### src/rtl/seg7_scan_ctrl.sv
// Multiplexed common-anode 7-segment scanner with per-frame input snapshot,
// leading-zero blanking, per-digit blink and 8-level brightness PWM.
module seg7_scan_ctrl #(
    parameter int NUM_DIGITS   = 4,
    parameter int SCAN_DIV     = 262144,
    parameter int BLINK_FRAMES = 32
) (
    input  logic                      clk,
    input  logic                      rst,
    input  logic [4*NUM_DIGITS-1:0]   digits,
    input  logic [NUM_DIGITS-1:0]     dp_in,
    input  logic [NUM_DIGITS-1:0]     blank_mask,
    input  logic [NUM_DIGITS-1:0]     blink_mask,
    input  logic                      lz_blank,
    input  logic [2:0]                brightness,
    output logic [6:0]                seg,
    output logic [NUM_DIGITS-1:0]     an,
    output logic                      dp,
    output logic                      frame_start
);

    localparam int DIV_W = $clog2(SCAN_DIV);
    localparam int IDX_W = (NUM_DIGITS > 1) ? $clog2(NUM_DIGITS) : 1;
    localparam int FRM_W = (BLINK_FRAMES > 1) ? $clog2(BLINK_FRAMES) : 1;
    localparam int SLICE = SCAN_DIV / 8;

    logic [DIV_W-1:0]                 div_cnt_q, div_cnt_d;
    logic [IDX_W-1:0]                 idx_q, idx_d;
    logic [FRM_W-1:0]                 frame_cnt_q, frame_cnt_d;
    logic                             blink_phase_q, blink_phase_d;
    logic                             load_pend_q;

    logic [NUM_DIGITS-1:0][3:0]       sh_digits_q, sh_digits_d;
    logic [NUM_DIGITS-1:0]            sh_dp_q, sh_dp_d;
    logic [NUM_DIGITS-1:0]            sh_blank_q, sh_blank_d;
    logic [NUM_DIGITS-1:0]            sh_blink_q, sh_blink_d;
    logic                             sh_lz_q, sh_lz_d;
    logic [2:0]                       sh_bright_q, sh_bright_d;

    logic [NUM_DIGITS-1:0][3:0]       dig_v;
    logic [NUM_DIGITS-1:0]            dp_v, blank_v, blink_v;
    logic                             lz_v;
    logic [2:0]                       bright_v;

    logic                             end_slot, last_idx, end_frame, load;
    logic                             upper_nz, is_blank, lit;
    logic [3:0]                       cur;
    logic [DIV_W:0]                   thr;

    logic [6:0]                       seg_q, seg_d;
    logic [NUM_DIGITS-1:0]            an_q, an_d;
    logic                             dp_q, dp_d;
    logic                             frame_start_q, frame_start_d;

    function automatic logic [6:0] font7(input logic [3:0] v);
        case (v)
            4'h0:    font7 = 7'b1000000;
            4'h1:    font7 = 7'b1111001;
            4'h2:    font7 = 7'b0100100;
            4'h3:    font7 = 7'b0110000;
            4'h4:    font7 = 7'b0011001;
            4'h5:    font7 = 7'b0010010;
            4'h6:    font7 = 7'b0000010;
            4'h7:    font7 = 7'b1111000;
            4'h8:    font7 = 7'b0000000;
            4'h9:    font7 = 7'b0010000;
            4'hA:    font7 = 7'b0001000;
            4'hB:    font7 = 7'b0000011;
            4'hC:    font7 = 7'b1000110;
            4'hD:    font7 = 7'b0100001;
            4'hE:    font7 = 7'b0000110;
            default: font7 = 7'b1111111;
        endcase
    endfunction

    always_comb begin
        end_slot  = (div_cnt_q == DIV_W'(SCAN_DIV - 1));
        last_idx  = (idx_q == IDX_W'(NUM_DIGITS - 1));
        end_frame = end_slot && last_idx;
        load      = load_pend_q || end_frame;

        div_cnt_d = end_slot ? '0 : div_cnt_q + DIV_W'(1);
        idx_d     = idx_q;
        if (end_slot) begin
            idx_d = last_idx ? '0 : idx_q + IDX_W'(1);
        end

        frame_cnt_d   = frame_cnt_q;
        blink_phase_d = blink_phase_q;
        if (end_frame) begin
            if (frame_cnt_q == FRM_W'(BLINK_FRAMES - 1)) begin
                frame_cnt_d   = '0;
                blink_phase_d = ~blink_phase_q;
            end else begin
                frame_cnt_d = frame_cnt_q + FRM_W'(1);
            end
        end

        sh_digits_d = load ? digits     : sh_digits_q;
        sh_dp_d     = load ? dp_in      : sh_dp_q;
        sh_blank_d  = load ? blank_mask : sh_blank_q;
        sh_blink_d  = load ? blink_mask : sh_blink_q;
        sh_lz_d     = load ? lz_blank   : sh_lz_q;
        sh_bright_d = load ? brightness : sh_bright_q;
    end

    // The first cycle after reset displays the inputs being captured right now,
    // so the opening frame is not shown from the cleared shadow registers.
    always_comb begin
        dig_v    = load_pend_q ? digits     : sh_digits_q;
        dp_v     = load_pend_q ? dp_in      : sh_dp_q;
        blank_v  = load_pend_q ? blank_mask : sh_blank_q;
        blink_v  = load_pend_q ? blink_mask : sh_blink_q;
        lz_v     = load_pend_q ? lz_blank   : sh_lz_q;
        bright_v = load_pend_q ? brightness : sh_bright_q;

        cur      = dig_v[idx_q];
        upper_nz = 1'b0;
        for (int i = 0; i < NUM_DIGITS; i++) begin
            if ((IDX_W'(i) >= idx_q) && (dig_v[i] != 4'd0)) begin
                upper_nz = 1'b1;
            end
        end

        is_blank = blank_v[idx_q]
                || (blink_v[idx_q] && blink_phase_q)
                || (cur == 4'hF)
                || (lz_v && (idx_q != '0) && !upper_nz);

        thr = (DIV_W+1)'((int'(bright_v) + 1) * SLICE);
        lit = ({1'b0, div_cnt_q} < thr);

        seg_d         = 7'h7F;
        an_d          = '1;
        dp_d          = 1'b1;
        frame_start_d = (idx_q == '0) && (div_cnt_q == '0);
        if (lit && !is_blank) begin
            an_d  = ~(NUM_DIGITS'(1) << idx_q);
            seg_d = font7(cur);
            dp_d  = ~dp_v[idx_q];
        end
    end

    always_ff @(posedge clk) begin
        if (rst) begin
            div_cnt_q     <= '0;
            idx_q         <= '0;
            frame_cnt_q   <= '0;
            blink_phase_q <= 1'b0;
            load_pend_q   <= 1'b1;
            sh_digits_q   <= '0;
            sh_dp_q       <= '0;
            sh_blank_q    <= '0;
            sh_blink_q    <= '0;
            sh_lz_q       <= 1'b0;
            sh_bright_q   <= '0;
            seg_q         <= 7'h7F;
            an_q          <= '1;
            dp_q          <= 1'b1;
            frame_start_q <= 1'b0;
        end else begin
            div_cnt_q     <= div_cnt_d;
            idx_q         <= idx_d;
            frame_cnt_q   <= frame_cnt_d;
            blink_phase_q <= blink_phase_d;
            load_pend_q   <= 1'b0;
            sh_digits_q   <= sh_digits_d;
            sh_dp_q       <= sh_dp_d;
            sh_blank_q    <= sh_blank_d;
            sh_blink_q    <= sh_blink_d;
            sh_lz_q       <= sh_lz_d;
            sh_bright_q   <= sh_bright_d;
            seg_q         <= seg_d;
            an_q          <= an_d;
            dp_q          <= dp_d;
            frame_start_q <= frame_start_d;
        end
    end

    assign seg         = seg_q;
    assign an          = an_q;
    assign dp          = dp_q;
    assign frame_start = frame_start_q;

endmodule
### config.mk
export PLATFORM = sky130hd
export DESIGN_NAME = seg7_scan_ctrl
export DESIGN_NICKNAME = d
export VERILOG_FILES = /design/src/rtl/seg7_scan_ctrl.sv
export SDC_FILE = /design/constraint.sdc
export NUM_CORES = 1
export LEC_CHECK = 0
export ABC_AREA = 1
export ABC_CLOCK_PERIOD_IN_PS = 3100
export BUFFER_PORTS_ARGS = -buffer_cell sky130_fd_sc_hd__clkbuf_2
export CORE_ASPECT_RATIO = 0.75
export CORE_MARGIN = 2
export CORE_UTILIZATION = 45
export CTS_BUF_LIST = sky130_fd_sc_hd__clkbuf_16
export DETAILED_ROUTE_END_ITERATION = 8
export PLACE_DENSITY_LB_ADDON = 0.25
export REMOVE_ABC_BUFFERS = 1
export SYNTH_ARGS = -nofsm -noshare
export SYNTH_HDL_FRONTEND = slang
export SYNTH_SLANG_ARGS = --single-unit
### constraint.sdc
create_clock -name clk -period 3.1 [get_ports clk]
set_input_delay 0.465 -clock clk [delete_from_list [all_inputs] [get_ports clk]]
set_output_delay 0.465 -clock clk [all_outputs]
set_load 0.02 [all_outputs]
# After elaboration in Yosys (flattened, before gate mapping)

Memory sizes are Yosys's and may differ from the RTL's. A register that Yosys moved wholly into a read port is not among the register bits.
Index checks and enable logic that the tools add are counted.

$add $sub $neg: 4
$lt $le $gt $ge: 6
Equal/unequal tests: 4
Shift-type cells: 1
Mux-type cells: 21
Bitwise gates (word level): 4
Reduce and logical (&&, ||, !) cells: 26

Operator list:

| kind                                                                                | number |
|---|---|
| 18-bit by 19-bit less-than comparator with 1-bit output                             | 1 |
| 18-bit by 1-bit adder with 18-bit output (second input constant)                    | 1 |
| 18-bit == test (second input constant)                                              | 1 |
| 18-bit zero test                                                                    | 1 |
| 16-bit two-way mux                                                                  | 1 |
| 4-bit two-way mux                                                                   | 4 |
| 4-bit nonzero test                                                                  | 4 |
| 1-bit logical AND                                                                   | 10 |
| 1-bit two-way mux                                                                   | 9 |
| 4-bit binary-select mux with 2-bit select                                           | 1 |
| 1-bit binary-select mux with 2-bit select                                           | 3 |
| 5-bit by 1-bit adder with 5-bit output (second input constant)                      | 1 |
| 5-bit == test (second input constant)                                               | 1 |
| 5-bit two-way mux                                                                   | 1 |
| 3-bit by 1-bit adder with 4-bit output (second input constant)                      | 1 |
| 4-bit == test (second input constant)                                               | 1 |
| 1-bit by 2-bit greater-or-equal comparator with 1-bit output (first input constant) | 2 |
| 2-bit greater-or-equal comparator (first input constant)                            | 2 |
| 1-bit logical OR                                                                    | 4 |
| 4-bit inverter                                                                      | 1 |
| 2-bit OR reduction                                                                  | 2 |
| 1-bit by 2-bit left shift with 4-bit output (first input constant)                  | 1 |
| 2-bit by 3-bit less-than comparator with 1-bit output (second input constant)       | 1 |
| 3-bit two-way mux                                                                   | 1 |
| 8 further kinds                                                                     | 11 |

Register bits after elaboration: 65
ROM bits: 112
Input bits: 34
Memories: 1

Memories:

| memory           | depth | width | rd ports | clocked after Yosys merged registers in | wr ports | RTL line | text |
|---|---|---|---|---|---|---|---|
| (name not given) | 16    | 7     | 1        | 1                                       | 0        | 56       | `case (v)` |

# Logic depth before layout (Yosys ltp)

Word-level depth: 14
Depth in mapped cells: 16

# Worst setup path before layout

OpenSTA, ideal clock, no wires.

Kind: register to register
Start point: register idx_q[0]
End point: register an_q[0], in the netlist an[0]
Arrival time: 2,010 ps
Required time: 2,981 ps
Slack: 972 ps
Stages on the path, launching flop included: 14
Path through: dfxtp_1 -> buf_4 -> clkinv_1 -> buf_2 -> nand3_1 -> nand3_1 -> nand2_1 -> inv_1 -> ha_1 -> nand3_1 -> nand2_1 -> nor2_2 -> buf_2 -> nand2_1

Cells in the longest elaborated chain, start to end: 13

RTL lines:

| item                                                         | RTL line | text |
|---|---|---|
| from (decl)                                                  | 28       | `logic [IDX_W-1:0] idx_q, idx_d;` |
| from (signal assigned)                                       | 163      | `idx_q <= idx_d;` |
| 1-bit by 2-bit greater-or-equal comparator with 1-bit output | 120      | `if ((IDX_W'(i) >= idx_q) && (dig_v[i] != 4'd0)) begin` |
| 1-bit logical AND                                            | 120      |  |
| 1-bit two-way mux (4 in series)                              | 120      |  |
| 1-bit zero test                                              | 128      | `\|\| (lz_v && (idx_q != '0) && !upper_nz);` |
| 1-bit logical AND                                            | 128      |  |
| 1-bit logical OR                                             | 128      |  |
| 1-bit zero test                                              | 137      | `if (lit && !is_blank) begin` |
| 1-bit logical AND                                            | 137      |  |
| 1-bit inverter (no line)                                     | -        |  |
| 2-bit OR reduction (no line)                                 | -        |  |
| to (signal assigned)                                         | 174      | `an_q <= an_d;` |
| to (decl)                                                    | 51       | `logic [NUM_DIGITS-1:0] an_q, an_d;` |

Parallel ways exist; a longest one is shown, timed or not. The select of a mux whose other input is x is not followed.
A chain may end at the register's enable or synchronous reset.

# Worst setup path in the final report

Start point: register load_pend_q
End point: register seg_q[3], in the netlist seg[3]

Cells in the longest elaborated chain, start to end: 14

RTL lines:

| item                                                                                                             | RTL line | text |
|---|---|---|
| from (decl)                                                                                                      | 31       | `logic load_pend_q;` |
| from (signal assigned)                                                                                           | 150      | `load_pend_q <= 1'b1;` |
| from (signal assigned)                                                                                           | 166      | `load_pend_q <= 1'b0;` |
| parallel branches: the longest is 14 deep, another holds 18-bit by 19-bit less-than comparator with 1-bit output | -        |  |
| to (decl)                                                                                                        | 50       | `logic [6:0] seg_q, seg_d;` |

Several ways; the timed one is not identified. The select of a mux whose other input is x is not followed.

==> results_dict.tcl <==
set metrics [dict create \
    final_core_utilization 0.531 \
    power.switching_mw 0.612 \
    worst_setup_path_end_kind "register" \
    ctsHoldBuffers 0 \
    p_sw_frac 0.247 \
    dr.pass1.iters 5 \
    synthTopCellsByCount "nand2_1 (201), nor2_1 (84), dfxtp_1 (72), nand3_1 (60), inv_1 (58)" \
    ir_drop_uv 314 \
    htree_levels 3 \
    power.internal_mw 1.86 \
    cts_buffer_depth 2 \
    start_util 0.462 \
    dpl_cell_area_um2 4470 \
    drtIter0Drc 248 \
    multiInputGateArea_um2 2340 \
    ys_warn_count 0 \
    dieHeight_um 87.5 \
    synthMostInstantiatedCell "nand2_1" \
    clock_sinks 72 \
    port_buffers 46 \
    leakage_nw 2.23 \
    fin_area_um2 4800 \
    place_congestion 0.956 \
    fin_ws_ns 0.617 \
    crit_required_ns 3.30 \
    ys_ff_latch 72 \
    fill_cells 888 \
    overflow 0 \
    clock_power_share 0.475 \
    crit_top_cell "nand2_1" \
    fmax_mhz 403 \
    drc 0 \
    synth_area_leaders "dfxtp_1 (34%), nand2_1 (18%), nor2_1 (7.5%), nand3_1 (7.2%), ha_1 (5.4%)" \
    status "complete, no violations" \
    worstSetupPathType "reg -> reg" \
    max_cap_violations 0 \
    clkTransAtPathRegs_ns 0.06 \
    cts_tree "yes" \
    synth_top_area_cell "dfxtp_1" \
    synth_area_um2 4180 \
    drt_wl_total_mm 10.2 \
    worstPathCellList "buf_4 -> inv_2 -> nand2_1 -> nand2_1 -> ha_1 -> inv_1 -> ha_1 -> nand2_1 -> nand2_1 -> nand2_1 -> nand2_1 -> nand2_1 -> nand2_1 -> nor2_2 -> nand2_1" \
    ys.flop_type "dfxtp_1" \
    power_per_cell_area_nw_per_um2 515 \
    grt_pass1_vias 3676 \
    antenna_left 0 \
    seq_area_frac_synth 0.345 \
    synth_edf_count 0 \
    synth_top_area_share 0.345 \
    clockRootBuffer "clkbuf_16" \
    tightestPinTransition_ns 0.474 \
    rows 30 \
    drive_above_1_share 0.143 \
    rsz0062_at_grt "no" \
    cts_buffers 9 \
    worstSkewPairLatency_ns 0.33 \
    finClkSkew_ns 0.00546 \
    post_cts_buffers 0 \
    fin_crit_sh 0.801 \
    cts_resized 0 \
    finalHoldViolCount 0 \
    hold_class "in -> reg" \
    wl_per_cell_um 12.7 \
    power_mw 2.47 \
    pwr-share-seq 0.401 \
    cp.arrival_ns 2.68 \
    power_frac_comb 0.124 \
    die_area_um2 10100 \
    antenna_found_initial 0 \
    finalSetupViolations 0 \
    slew_violations 0 \
    dp_slack_ns 0.605 \
    grt_use_total 0.218 \
    whs_ns 0.363 \
    dpl.cell_count 792 \
    viasPerCell 4.98 \
    crit_buf_inv 3 \
    crit_family "simple AND/OR/NAND/NOR gates" \
    relSlewSlack 0.684 \
    cp-start-kind "register" \
    syn_inst 637 \
    setup_tns_ns 0 \
    path_max_fanout 25 \
    area_growth_pct 14.8 \
    core_um2 9050 \
    antennaDiodeCount 0 \
    regArea_um2 1440 \
    grt_pass1_wl_mm 17.3 \
    dpl.hpwl_mm 7.39 \
    ys_types 33 \
    vias 4026 \
    synth.avg_cell_area_um2 6.56 \
    nets 727 \
    pin_count 47 \
    dieWidth_um 115 \
    synthArstFlopShare 0 \
    final_cells 808 \
    cp_slowest_cell "nor2_2" \
    layout_min_cycle_time_ns 2.48 \
    slowest_delay_ns 0.39 \
    grt_start_max_net_pins 29 \
]
==> registers in the layout, indices dropped and copies added, names as in the netlist <==
name,cells
sh_lz_q,1
idx_q,2
seg,7
blink_phase_q,1
an,4
sh_blink_q,4
frame_cnt_q,5
sh_bright_q,3
div_cnt_q,18
dp,1
sh_dp_q,4
sh_digits_q,16
load_pend_q,1
sh_blank_q,4
frame_start,1
==> path summary, 6_finish.rpt <==
kind / start / to / slack [ns] / depth (start not counted)
worst min-delay path: digits[1] / sh_digits_q[1] / 0.36 / 3
worst max register to register: load_pend_q / seg[3] / 0.62 / 15
worst max-delay path: load_pend_q / seg[3] / 0.62 / 15
worst min register to register: frame_cnt_q[3] / frame_cnt_q[3] / 0.47 / 2
==> area by class of cell <==
cell class	instances	share of cell area
multi-input cells	476	0.488
flip-flops and latches	72	0.300
repair buffers	53	0.0589
inverters	63	0.0498
clock buffers	9	0.0469
well taps	128	0.0334
clock inverters	7	0.0229
==> cell families (layout without fill, tap and decap cells) <==
family          count (synthesis)  after routing  synth area share
flops                          72             72             0.345
simple gates                  407            407             0.435
fa+ha+maj                      18             18            0.0539
buf+inv                        89            132            0.0949
compound gates                 43             43            0.0542
xor+xnor                        8              8            0.0168
==> worst register-to-register path: stages, from the launching register on <==
cell     delay, ns
dfxtp_1       0.30
buf_4         0.17
inv_2         0.32
nand2_1       0.13
nand2_1       0.10
ha_1          0.23
inv_1         0.06
ha_1          0.21
nand2_1       0.06
nand2_1       0.04
nand2_1       0.05
nand2_1       0.04
nand2_1       0.05
nand2_1       0.06
nor2_2        0.39
nand2_1       0.12
==> cells in the final DEF, fill, tap and decap left out, types with 2 or more instances in the layout <==
cell type and count:
nand2_1 201, nor2_1 84, dfxtp_1 72, nand3_1 60
inv_1 58, clkbuf_2 46, a21oi_1 22, ha_1 18
o21ai_0 16, nor2_2 14, nand3b_1 13, nand4_1 11
clkbuf_16 9, nor3_1 7, xor2_1 7, buf_4 7
clkinv_1 4, nand2_2 4, o211ai_1 4, nor2_4 3
nor4_1 3, bufinv_16 3, inv_2 2, or2_2 2
==> metal layers <==
metal / part of all wire / GRT usage
met2: 0.41 / 0.327
met3: 0.055 / 0.0536
met1: 0.52 / 0.317
met5: 0 / 0
met4: 0.010 / 0.0504
==> power groups by stage <==
stage                     logic, mW  registers, mW  clock network [mW]
after floorplan               0.186           1.03                   0
after global placement        0.299           1.01                   0
after detailed placement      0.304           1.01                   0
after CTS                     0.306          0.992                1.20
after global routing          0.351          0.996                1.23
final                         0.306          0.992                1.17
Power figures use the tool's default switching activity.
